### config.mk
export PLATFORM = sky130hd
export DESIGN_NAME = updown_counter_param
export DESIGN_NICKNAME = d
export VERILOG_FILES = /design/src/rtl/counter_pkg.sv /design/src/rtl/tick_prescaler.sv /design/src/rtl/updown_counter_param.sv
export SDC_FILE = /design/constraint.sdc
export NUM_CORES = 1
export LEC_CHECK = 0
export ABC_AREA = 1
export BUFFER_PORTS_ARGS = -buffer_cell sky130_fd_sc_hd__buf_2
export CORE_MARGIN = 8
export CORE_UTILIZATION = 51
export DETAILED_ROUTE_END_ITERATION = 6
export GPL_TIMING_DRIVEN = 1
export PLACE_DENSITY_LB_ADDON = 0.05
export SETUP_SLACK_MARGIN = 0.4
export SLEW_MARGIN = 20
export SYNTH_ARGS = -nofsm -noshare
export SYNTH_HDL_FRONTEND = slang
export SYNTH_SLANG_ARGS = --single-unit
### constraint.sdc
create_clock -name clk -period 1.7 [get_ports clk]
set_input_delay 0.255 -clock clk [delete_from_list [all_inputs] [get_ports clk]]
set_output_delay 0.255 -clock clk [all_outputs]
set_load 0.02 [all_outputs]
### src/rtl/counter_pkg.sv
// Shared constants for the parametrised up/down counter and its prescaler.
package counter_pkg;

  localparam logic MODE_WRAP = 1'b0;
  localparam logic MODE_SAT  = 1'b1;
  localparam logic DIR_UP    = 1'b0;
  localparam logic DIR_DOWN  = 1'b1;

  // A counter for PRESCALE phases needs $clog2(PRESCALE) bits, but never fewer than one.
  function automatic int unsigned prescale_width(input int unsigned prescale);
    return (prescale > 1) ? $clog2(prescale) : 1;
  endfunction

endpackage

### src/rtl/tick_prescaler.sv
// Divides enabled cycles by PRESCALE: step is high on the last enabled phase of each interval.
module tick_prescaler
  import counter_pkg::*;
#(
  parameter int unsigned PRESCALE = 1
) (
  input  logic clk,
  input  logic rst_n,
  input  logic en,
  input  logic clr,
  output logic step
);

  localparam int unsigned PW = prescale_width(PRESCALE);
  localparam logic [PW-1:0] LastPhase = PW'(PRESCALE - 1);

  logic [PW-1:0] phase_q, phase_d;

  assign step = en && (phase_q == LastPhase);

  always_comb begin
    phase_d = phase_q;
    if (clr || step) begin
      phase_d = '0;
    end else if (en) begin
      phase_d = phase_q + PW'(1);
    end
  end

  always_ff @(posedge clk or negedge rst_n) begin
    if (!rst_n) begin
      phase_q <= '0;
    end else begin
      phase_q <= phase_d;
    end
  end

endmodule

### src/rtl/updown_counter_param.sv
// General-purpose up/down event counter with programmable limit, wrap/saturate mode,
// prescaled enable, terminal-count pulse and sticky overflow flag.
module updown_counter_param
  import counter_pkg::*;
#(
  parameter int unsigned      WIDTH     = 8,
  parameter int unsigned      PRESCALE  = 1,
  parameter logic [WIDTH-1:0] RESET_VAL = '0
) (
  input  logic             clk,
  input  logic             rst_n,
  input  logic             en,
  input  logic             ud,
  input  logic             mode,
  input  logic             clr,
  input  logic             load,
  input  logic [WIDTH-1:0] load_val,
  input  logic [WIDTH-1:0] limit,
  output logic [WIDTH-1:0] count,
  output logic             tc,
  output logic             ovf
);

  logic             step;
  logic             boundary;
  logic [WIDTH-1:0] stepped;
  logic [WIDTH-1:0] count_q, count_d;
  logic             tc_q, tc_d;
  logic             ovf_q, ovf_d;

  // A load also restarts the prescale interval.
  tick_prescaler #(
    .PRESCALE (PRESCALE)
  ) u_prescaler (
    .clk   (clk),
    .rst_n (rst_n),
    .en    (en),
    .clr   (clr | load),
    .step  (step)
  );

  // Value a step would produce; the boundary test stops natural WIDTH-bit rollover.
  always_comb begin
    boundary = 1'b0;
    stepped  = count_q;
    if (ud == DIR_UP) begin
      if (count_q >= limit) begin
        boundary = 1'b1;
        stepped  = (mode == MODE_WRAP) ? '0 : limit;
      end else begin
        stepped = count_q + WIDTH'(1);
      end
    end else begin
      if (count_q == '0) begin
        boundary = 1'b1;
        stepped  = (mode == MODE_WRAP) ? limit : '0;
      end else begin
        stepped = count_q - WIDTH'(1);
      end
    end
  end

  always_comb begin
    count_d = count_q;
    tc_d    = 1'b0;
    ovf_d   = ovf_q;
    if (clr) begin
      count_d = RESET_VAL;
      ovf_d   = 1'b0;
    end else if (load) begin
      count_d = (load_val > limit) ? limit : load_val;
    end else if (step) begin
      count_d = stepped;
      tc_d    = boundary;
      ovf_d   = ovf_q | boundary;
    end
  end

  always_ff @(posedge clk or negedge rst_n) begin
    if (!rst_n) begin
      count_q <= RESET_VAL;
      tc_q    <= 1'b0;
      ovf_q   <= 1'b0;
    end else begin
      count_q <= count_d;
      tc_q    <= tc_d;
      ovf_q   <= ovf_d;
    end
  end

  assign count = count_q;
  assign tc    = tc_q;
  assign ovf   = ovf_q;

endmodule

==> results.md <==
* Simple-Gate Fraction of Synth Area at 46.2%
* CTS tree: yes
* Fin nets at 441
* Later-pin clock latency in the skew report at 0.29 ns
* Fin crit share at 104%
* Drt initial violations at 234
* Relative slew slack at 65.8%
* Reg clk slew, reported paths at 0.09 ns
* Crit-path slowest cell: dfrtp_2
* Crit path depth at 10
* Per-cell routed wire length at 14.2 um
* DIE AREA at 5790 sq um
* Core footprint at 3580 sq um
* Power Density at 625 nW/um^2
* Sequential Power Share at 19.6%
* Layout cells sized above 1 at 33.7%
* Footprint of the multi-input gates at 1480 sq um
* DP HPWL at 4670 um
* Switching pwr at 793 uW
* Status: finished, violations left
* XOR/XNOR Fraction of Synth Area at 1.43%
* Slew Limit Fails at 0
* Router iterations before antenna repair at 5
* Total wire length at 6340 um
* CP top delay family: simple AND/OR/NAND/NOR gates
* CP Cell Sequence: ha_4 > a21o_1 > nor2_4 > nand3_4 > nand2_1 > nand3_1 > nand2_1 > inv_1 > nor2_1 > nor2_1
* Min Tclk post-route at 1.77 ns
* Drc violations at 0
* Hold Crit Depth at 2
* Boundary Pins at 33
* Gate power share at 68.2%
* Starting Density at 51.5%
* Crit Path Category: flip-flop to flip-flop
* Count leader, synth: nand2_1
* Die height at 76.1 um
* Post-synth top cells: 95 x nand2_1, 57 x inv_1, 39 x nor2_1
* Die W at 76.1 um
* Largest net degree at the start of global routing at 15
* Syn. warnings at 0
* Place WS at -0.140 ns
* Clock sinks at 11
* First-pass GRT wire length at 10100 um
* CTS max path bufs at 2
* Mux share of post-synthesis cell area at 0%
* Synth Area in Compound Gates at 8.83%
* Setup TNS at -0.296 ns
* Max Fclk at 566 MHz
* Top FF cell, synth: dfrtp_1
* Total number of vias at 2315
* Row Count at 22
* Dpl cells at 434
* Yosys top cell area share at 19.3%
* EDFF count, synth at 0
* Syn Nets at 367
* Post-Syn Area per Cell at 5.67 sq um
* Diodes inserted at 0
* Synth area leaders: nand2_1 19%, dfrtp_1 15%, ha_1 13%
* Nature of the critical path startpoint: flip-flop
* CTS root buf: clkbuf_4
* Flops & latches, synth at 11
* Worst setup margin at -0.0668 ns
* Antenna Nets Post-Route at 0
* Critical Path Max Stage Delay at 0.43 ns
* Synth cell types at 28
* Reg2Reg Depth at 10
* Final setup fails at 8
* Final Non-Filler Cells at 446
* Overall Power at 1.69 mW
* Crit. End Element: flip-flop
* Max-cap violations at 0
* Unrepaired setup endpoints after global routing: true
* Least-Margin Pin Slew at 0.512 ns
* HP Class: input pin to flip-flop
* Grt ovf at 0
* Clk_skew at 0.00156 ns
* GRT Total Usage at 20.6%
* CP Buf/Inv Count at 1
* Final hold violations at 0
* Final hold slack at 0.122 ns
* Post-synth top area cell: nand2_1
* CTS Buf Count at 3
* Initial antenna violation count at 0
* Fraction of registers with async set/reset at 100%
* Largest family of logic cells by synthesized area: simple AND/OR/NAND/NOR gates
* Reg area at 285 sq um
* Worst Path Arrival at 1.96 ns
* Leak Pwr at 1.58 nW
* Filler cells at 290
* CP Data Required Time at 1.89 ns
* Adder-cell area share of the yosys netlist at 12.9%
* Vias in the first global route at 2297
* P&R area growth vs syn at 47.0%
* Max VDD drop at 0.583 mV
* Port buffer count at 32
* Failing checks: negative setup slack
* Synthesized area at 1840 sq um
* Cells after synthesis at 325
* Internal at 901 uW
* Clock H-tree levels at 1
* Clk pwr share at 12.2%
* Routed vias/inst at 5.19
* Register area share after synthesis at 14.9%
* Switching part of the total at 46.8%
* Critical Path Fanout Max at 7
* Gpl congestion at 0.885
==> cells in the final DEF, fill, tap and decap left out, types with 7 or more instances in the layout <==
master    n
nand3_1  33
a21oi_1  16
nand2_2   8
nand4_1   7
buf_4    35
nor2_1   36
ha_1     10
dfrtp_2   8
nand2_1  88
buf_6    12
inv_1    54
ha_4      8
buf_2    25
==> per-stage QoR <==
stage / area (sq um) / util [%]
after CTS: 2530 / 70.6
after floorplan: 1940 / -
after detailed placement: 2410 / 67.3
after global routing: 2710 / 75.7
final: 2710 / 75.7
after global placement: 2410 / 67.3
==> cell type report <==
| class | count | share of cell area (%) |
|---|---|---|
| multi-input cells | 246 | 54.8 |
| repair buffers | 77 | 22.9 |
| flip-flops and latches | 11 | 10.5 |
| inverters | 60 | 8.55 |
| well taps | 48 | 2.22 |
| clock buffers | 3 | 0.831 |
| clock inverters | 1 | 0.185 |
==> logic make-up after synthesis <==
logic type      Yosys count
simple gates            193
buf+inv                  69
compound gates           30
fa+ha+maj                19
flops                    11
xor+xnor                  3
==> final timing paths <==
kind,from,end,slack [ns]
min,en,u_prescaler.phase_q$_DFFE_PN0P_,0.12
max reg2reg,count[7]$_DFFE_PN0P_,count[4]$_DFFE_PN0P_,-0.07
min reg2reg,u_prescaler.phase_q$_DFFE_PN0P_,u_prescaler.phase_q$_DFFE_PN0P_,0.50
max in group asynchronous,rst_n,count[2]$_DFFE_PN0P_,1.06
min in group asynchronous,rst_n,count[6]$_DFFE_PN0P_,0.39
max,count[7]$_DFFE_PN0P_,count[4]$_DFFE_PN0P_,-0.07
==> state kept, by name, indices dropped and copies added, names as in the netlist <==
name	cells
count	8
ovf	1
tc	1
u_prescaler.phase_q	1
==> power groups by stage <==
| stage | sequential (mW) | combinational [mW] | clock (mW) |
|---|---|---|---|
| global route | 0.334 | 1.26 | 0.221 |
| CTS | 0.326 | 1.00 | 0.203 |
| finish | 0.331 | 1.15 | 0.207 |
| floorplan | 0.380 | 0.569 | 0 |
| detailed placement | 0.329 | 0.935 | 0 |
| global placement | 0.329 | 0.918 | 0 |
==> routing by layer <==
| metal | track usage (%) | part of all wire, % |
|---|---|---|
| met5 | 0 | 0 |
| met4 | 8.85 | 2.9 |
| met3 | 4.48 | 6.2 |
| met2 | 35.1 | 49 |
| met1 | 24.1 | 42 |
==> what timing repair did <==
item | CTS | global route
gates cloned | 2 | 0
hold endpoints to repair | 11 | 0
pin swaps | 1 | 23
endpoints found under the setup margin | 14 | 16
gates resized for setup | 14 | 35
hold buffers | 1 | 0
setup buffers | 0 | 5
Note: power is estimated with default switching activity, not from simulation.
